<file path="src/rtl/f_fetch_pc_if.sv">
// f_fetch_pc_if: signal bundle between the fetch-PC unit, its control sources
// (CP0, D-stage redirect logic), the instruction memory and the F/D register.
//   Control inputs : WE, Req, eret_D, EPC, jump_D, target_D, branch_D
//   IM bus         : i_inst_addr (to IM), i_inst_rdata (from IM)
//   F/D bundle     : PC_out, Instr_out, ExcCode_out, BD_out
// Modport slave is the fetch-PC unit; modport master is its environment.
interface f_fetch_pc_if;
    logic        WE;
    logic        Req;
    logic        eret_D;
    logic [31:0] EPC;
    logic        jump_D;
    logic [31:0] target_D;
    logic        branch_D;
    logic [31:0] i_inst_rdata;
    logic [31:0] i_inst_addr;
    logic [31:0] PC_out;
    logic [31:0] Instr_out;
    logic [4:0]  ExcCode_out;
    logic        BD_out;

    modport slave (
        input  WE, Req, eret_D, EPC, jump_D, target_D, branch_D, i_inst_rdata,
        output i_inst_addr, PC_out, Instr_out, ExcCode_out, BD_out
    );

    modport master (
        output WE, Req, eret_D, EPC, jump_D, target_D, branch_D, i_inst_rdata,
        input  i_inst_addr, PC_out, Instr_out, ExcCode_out, BD_out
    );
endinterface

</file>
<file path="src/rtl/f_fetch_pc.sv">
// f_fetch_pc: fetch-stage PC unit of the 5-stage MIPS pipeline.
// Holds the fetch PC, drives the IM address, screens fetches for address errors
// and produces the PC/Instr/ExcCode/BD bundle for the F/D register.
// Ports:
//   clk   : clock, all state updates on posedge
//   reset : synchronous active-high reset, PC <= RESET_PC
//   bus   : f_fetch_pc_if.slave (control inputs, IM bus, F/D bundle)
// All outputs are combinational from the PC register and current inputs.
module f_fetch_pc #(
    parameter logic [31:0] RESET_PC   = 32'h0000_3000,
    parameter logic [31:0] EXC_VECTOR = 32'h0000_4180,
    parameter logic [31:0] IM_LO      = 32'h0000_3000,
    parameter logic [31:0] IM_HI      = 32'h0000_6ffc,
    parameter logic [4:0]  EXC_ADEL   = 5'd4
) (
    input  logic         clk,
    input  logic         reset,
    f_fetch_pc_if.slave  bus
);

    logic [31:0] pc_q;
    logic [31:0] pc_d;
    logic        adel;

    // Exception entry outranks stall; eret outranks a (illegal) simultaneous jump.
    always_comb begin
        pc_d = pc_q + 32'd4;
        if (bus.Req) begin
            pc_d = EXC_VECTOR;
        end else if (!bus.WE) begin
            pc_d = pc_q;
        end else if (bus.eret_D) begin
            pc_d = bus.EPC;
        end else if (bus.jump_D) begin
            pc_d = bus.target_D;
        end
    end

    always_ff @(posedge clk) begin
        if (reset) begin
            pc_q <= RESET_PC;
        end else begin
            pc_q <= pc_d;
        end
    end

    assign adel = (pc_q[1:0] != 2'b00) || (pc_q < IM_LO) || (pc_q > IM_HI);

    // PC_out stays raw on a fault so CP0 can capture the bad address.
    assign bus.i_inst_addr = pc_q;
    assign bus.PC_out      = pc_q;
    assign bus.ExcCode_out = adel ? EXC_ADEL : 5'd0;
    // eret has no delay slot: the word fetched behind it is squashed.
    assign bus.Instr_out   = (adel || bus.eret_D) ? 32'd0 : bus.i_inst_rdata;
    assign bus.BD_out      = bus.branch_D;

endmodule

</file>
<file path="src/flat_wrapper.sv">
// flat-port wrapper written by rule: the top's interface ports become plain ports
module f_fetch_pc_flat 
#(
    parameter logic [31:0] RESET_PC   = 32'h0000_3000,
    parameter logic [31:0] EXC_VECTOR = 32'h0000_4180,
    parameter logic [31:0] IM_LO      = 32'h0000_3000,
    parameter logic [31:0] IM_HI      = 32'h0000_6ffc,
    parameter logic [4:0]  EXC_ADEL   = 5'd4
)
  (clk, reset, bus_WE, bus_Req, bus_eret_D, bus_EPC, bus_jump_D, bus_target_D, bus_branch_D, bus_i_inst_rdata, bus_i_inst_addr, bus_PC_out, bus_Instr_out, bus_ExcCode_out, bus_BD_out);
  f_fetch_pc_if bus_i ();
  input  logic clk;
  input  logic reset;
  input wire logic [$bits(bus_i.WE)-1:0] bus_WE;
  input wire logic [$bits(bus_i.Req)-1:0] bus_Req;
  input wire logic [$bits(bus_i.eret_D)-1:0] bus_eret_D;
  input wire logic [$bits(bus_i.EPC)-1:0] bus_EPC;
  input wire logic [$bits(bus_i.jump_D)-1:0] bus_jump_D;
  input wire logic [$bits(bus_i.target_D)-1:0] bus_target_D;
  input wire logic [$bits(bus_i.branch_D)-1:0] bus_branch_D;
  input wire logic [$bits(bus_i.i_inst_rdata)-1:0] bus_i_inst_rdata;
  output wire logic [$bits(bus_i.i_inst_addr)-1:0] bus_i_inst_addr;
  output wire logic [$bits(bus_i.PC_out)-1:0] bus_PC_out;
  output wire logic [$bits(bus_i.Instr_out)-1:0] bus_Instr_out;
  output wire logic [$bits(bus_i.ExcCode_out)-1:0] bus_ExcCode_out;
  output wire logic [$bits(bus_i.BD_out)-1:0] bus_BD_out;
  assign bus_i.WE = bus_WE;
  assign bus_i.Req = bus_Req;
  assign bus_i.eret_D = bus_eret_D;
  assign bus_i.EPC = bus_EPC;
  assign bus_i.jump_D = bus_jump_D;
  assign bus_i.target_D = bus_target_D;
  assign bus_i.branch_D = bus_branch_D;
  assign bus_i.i_inst_rdata = bus_i_inst_rdata;
  assign bus_i_inst_addr = bus_i.i_inst_addr;
  assign bus_PC_out = bus_i.PC_out;
  assign bus_Instr_out = bus_i.Instr_out;
  assign bus_ExcCode_out = bus_i.ExcCode_out;
  assign bus_BD_out = bus_i.BD_out;
  f_fetch_pc #(.RESET_PC(RESET_PC), .EXC_VECTOR(EXC_VECTOR), .IM_LO(IM_LO), .IM_HI(IM_HI), .EXC_ADEL(EXC_ADEL)) u_core (.clk(clk), .reset(reset), .bus(bus_i));
endmodule
</file>
<file path="config.mk">
export PLATFORM = sky130hd
export DESIGN_NAME = f_fetch_pc_flat
export DESIGN_NICKNAME = d
export VERILOG_FILES = /design/src/rtl/f_fetch_pc_if.sv /design/src/rtl/f_fetch_pc.sv /design/src/flat_wrapper.sv
export SDC_FILE = /design/constraint.sdc
export NUM_CORES = 1
export LEC_CHECK = 0
export BUFFER_PORTS_ARGS = -buffer_cell sky130_fd_sc_hd__buf_2
export CAP_MARGIN = 20
export CORE_MARGIN = 2
export CORE_UTILIZATION = 42
export CTS_CLUSTER_DIAMETER = 50
export CTS_CLUSTER_SIZE = 12
export DETAILED_ROUTE_END_ITERATION = 8
export MAX_ROUTING_LAYER = met4
export PLACE_DENSITY_LB_ADDON = 0.25
export SETUP_SLACK_MARGIN = 0.4
export SLEW_MARGIN = 20
export SYNTH_ARGS = -nofsm -noshare
export SYNTH_HDL_FRONTEND = slang
export SYNTH_SLANG_ARGS = --single-unit
</file>
<file path="constraint.sdc">
create_clock -name clk -period 2.4 [get_ports clk]
set_clock_uncertainty 0.2 [all_clocks]
set_input_delay 0.12 -clock clk [delete_from_list [all_inputs] [get_ports clk]]
set_output_delay 0.12 -clock clk [all_outputs]
set_load 0.005 [all_outputs]
</file>
==> results.md <==
- Maxcap violations: 0
- Fin nets: 675
- FF+latch area: 666 um2
- Crit. End Element: output port
- Status: finished clean
- Routed wire length: 11400 um
- Final setup vio count: 0
- Final total power: 1550 uW
- Final RePlAce weighted congestion: 0.890
- Pin count of the biggest net entering global routing: 40
- Clk slew on worst S/H paths: 70 ps
- Fill cells: 592
- Yosys cell types: 56
- # IOs: 205
- CP Cell Sequence: nor4_2, nand4_1, nor2_4, buf_6, and2_4, buf_6
- Initial antenna violation count: 0
- Crit Path Max Fanout: 8
- Max Fclk: 0.444 GHz
- Die Ht: 86.6 um
- Post-synth EDFFs: 0
- Vias per cell: 5.66
- RSZ-0062 raised after global routing: true
- Peak supply drop: 0.000250 V
- Layout cells sized above 1: 0.521
- Most common cell after layout, fill and taps aside: buf_2
- CTS root buffer: clkbuf_8
- Non-Filler Instances: 652
- Vias in the first global route: 3182
- Leakage: 0.00209 uW
- Num Clock Sinks: 32
- Commonest non-fill, non-tap cells in the layout: buf_2, buf_6, and2_4, nor2_1
- ANT nets after route: 0
- Fin. Hold Viols: 0
- Via count of the routed design: 3692
- Total negative setup slack: 0 ps
- I/O Buffers: 198
- Core ar.: 0.00668 mm2
- Max-slew violations: 0
- 1st-iter DRT viols: 171
- Worst Path Class, Setup: flip-flop to output port
- CP required: 2080 ps
- CTS Buf Count: 5
- Delay-heaviest family, CP: simple AND/OR/NAND/NOR gates
- Synth Area per Inst: 7.32 um2
- Bufs and invs on worst path: 2
- Ys Warns: 0
- Crit-path most repeated cell: buf_6
- Dpl hpwl: 7770 um
- # rows: 30
- Worst Setup Start Kind: flip-flop
- Gr usage total: 0.278
- Crit-path slowest cell: dfxtp_1
- Main synth FF type: dfxtp_1
- First drt pass iteration count: 5
- Syn Inst Count: 391
- P&R area growth vs syn: 51.8%
- Synthesized cell area: 0.00286 mm2
- Drt drc: 0
- WHS: 4.12 ps
- FFs w/ async S/R, synth: 0
- Hold Crit Class: primary input to flip-flop
- CTS tree: yes
- Total die area: 0.00749 mm2
- Antenna fix cells: 0
- Avg WL per Cell: 17.4 um
- Worst skew pair latency: 280 ps
- Placed cell count: 625
- Largest register FFs: 30
- Clock tree buffer depth: 2
- Multi-input gate area: 0.00198 mm2
- PD cells: 356 mW/mm2
- Die width: 86.6 um
- Worst path max stage delay: 400 ps
- Yosys reg bits: 32
- Fin crit share: 0.938
- Tmin final: 2250 ps
- Post-synthesis sequential area ratio: 0.224
- Grt total ovfl: 0
- Global-route wire length before repair: 16200 um
- Starting Density: 0.428
- CP arrival: 1930 ps
- H-tree Lvls: 2
-- final cells by class --
class / instances / share of cell area
multi-input cells: 292 / 0.455
repair buffers: 234 / 0.343
flip-flops and latches: 32 / 0.153
well taps: 80 / 0.0230
clock buffers: 8 / 0.0207
inverters: 6 / 0.00518
-- kinds of logic after synthesis --
| group | Yosys count | synth area share |
|---|---|---|
| compound gates | 120 | 0.282 |
| flops | 32 | 0.224 |
| mux | 9 | 0.0323 |
| fa+ha+maj | 1 | 0.00437 |
| buf+inv | 70 | 0.144 |
| other cells | 1 | 0.00131 |
| xor+xnor | 3 | 0.00918 |
| simple gates | 155 | 0.303 |
-- power breakdown --
group / total [uW] / internal, uW / switching [uW]
Sequential: 592 / 553 / 39.3
Combinational: 515 / 273 / 242
Clock: 441 / 234 / 207
-- through the flow --
step	instance area [um2]	setup slack, ps	utilization
4_1_cts	4040	192	0.604
2_1_floorplan	2870	426	-
6_report	4350	148	0.650
5_1_grt	4350	61.1	0.650
3_3_place_gp	3700	331	0.554
3_5_place_dp	3700	289	0.554
-- path summary, 6_finish.rpt --
path                                            start                     to  slack [ps]  depth (start not counted)
worst max register to register  u_core.bus.PC_out[12]  u_core.bus.PC_out[23]         390                          6
worst min-delay path                       bus_EPC[4]   u_core.bus.PC_out[4]           4                          5
worst min register to register  u_core.bus.PC_out[13]  u_core.bus.PC_out[13]         350                          1
worst max-delay path            u_core.bus.PC_out[23]       bus_Instr_out[5]         150                          6
-- per-layer routing --
metal  GRT usage  vias up  part of all wire
met5           -        -                 0
met4      0.0625        0             0.013
met3      0.0381       13             0.075
met2       0.428      197              0.48
met1       0.388     1713              0.43
li1            -     1769                 -
-- cells in the mapped netlist (all sizes together) (8+ instances only) --
cell type  number  share of area
nand3          13          0.029
buf            46           0.11
o21ai          27          0.047
a22oi          11          0.029
nor4            9          0.027
nor3           12          0.023
nor2           30          0.039
nand2          21          0.028
clkbuf         18          0.024
dfxtp          32           0.22
and2           35          0.076
nand4           8          0.017
a21oi          27          0.047
-- what timing repair did --
action                                  in CTS  in global routing
pin swaps                                   10                 29
setup buffers                                5                  4
cloned                                       2                  1
hold buffers                                 7                  0
resized for setup                           38                 63
endpoints found under the setup margin      40                 47
endpoints found under the hold margin        8                  0
-- worst register-to-register path: stages, from the launching register on --
cell and delay [ps]:
dfxtp_2 410, nand3_4 140, nor4_4 410, buf_4 170
nand2_1 70, or4_1 400, a31oi_1 130
(Power assumes the default switching activity.)
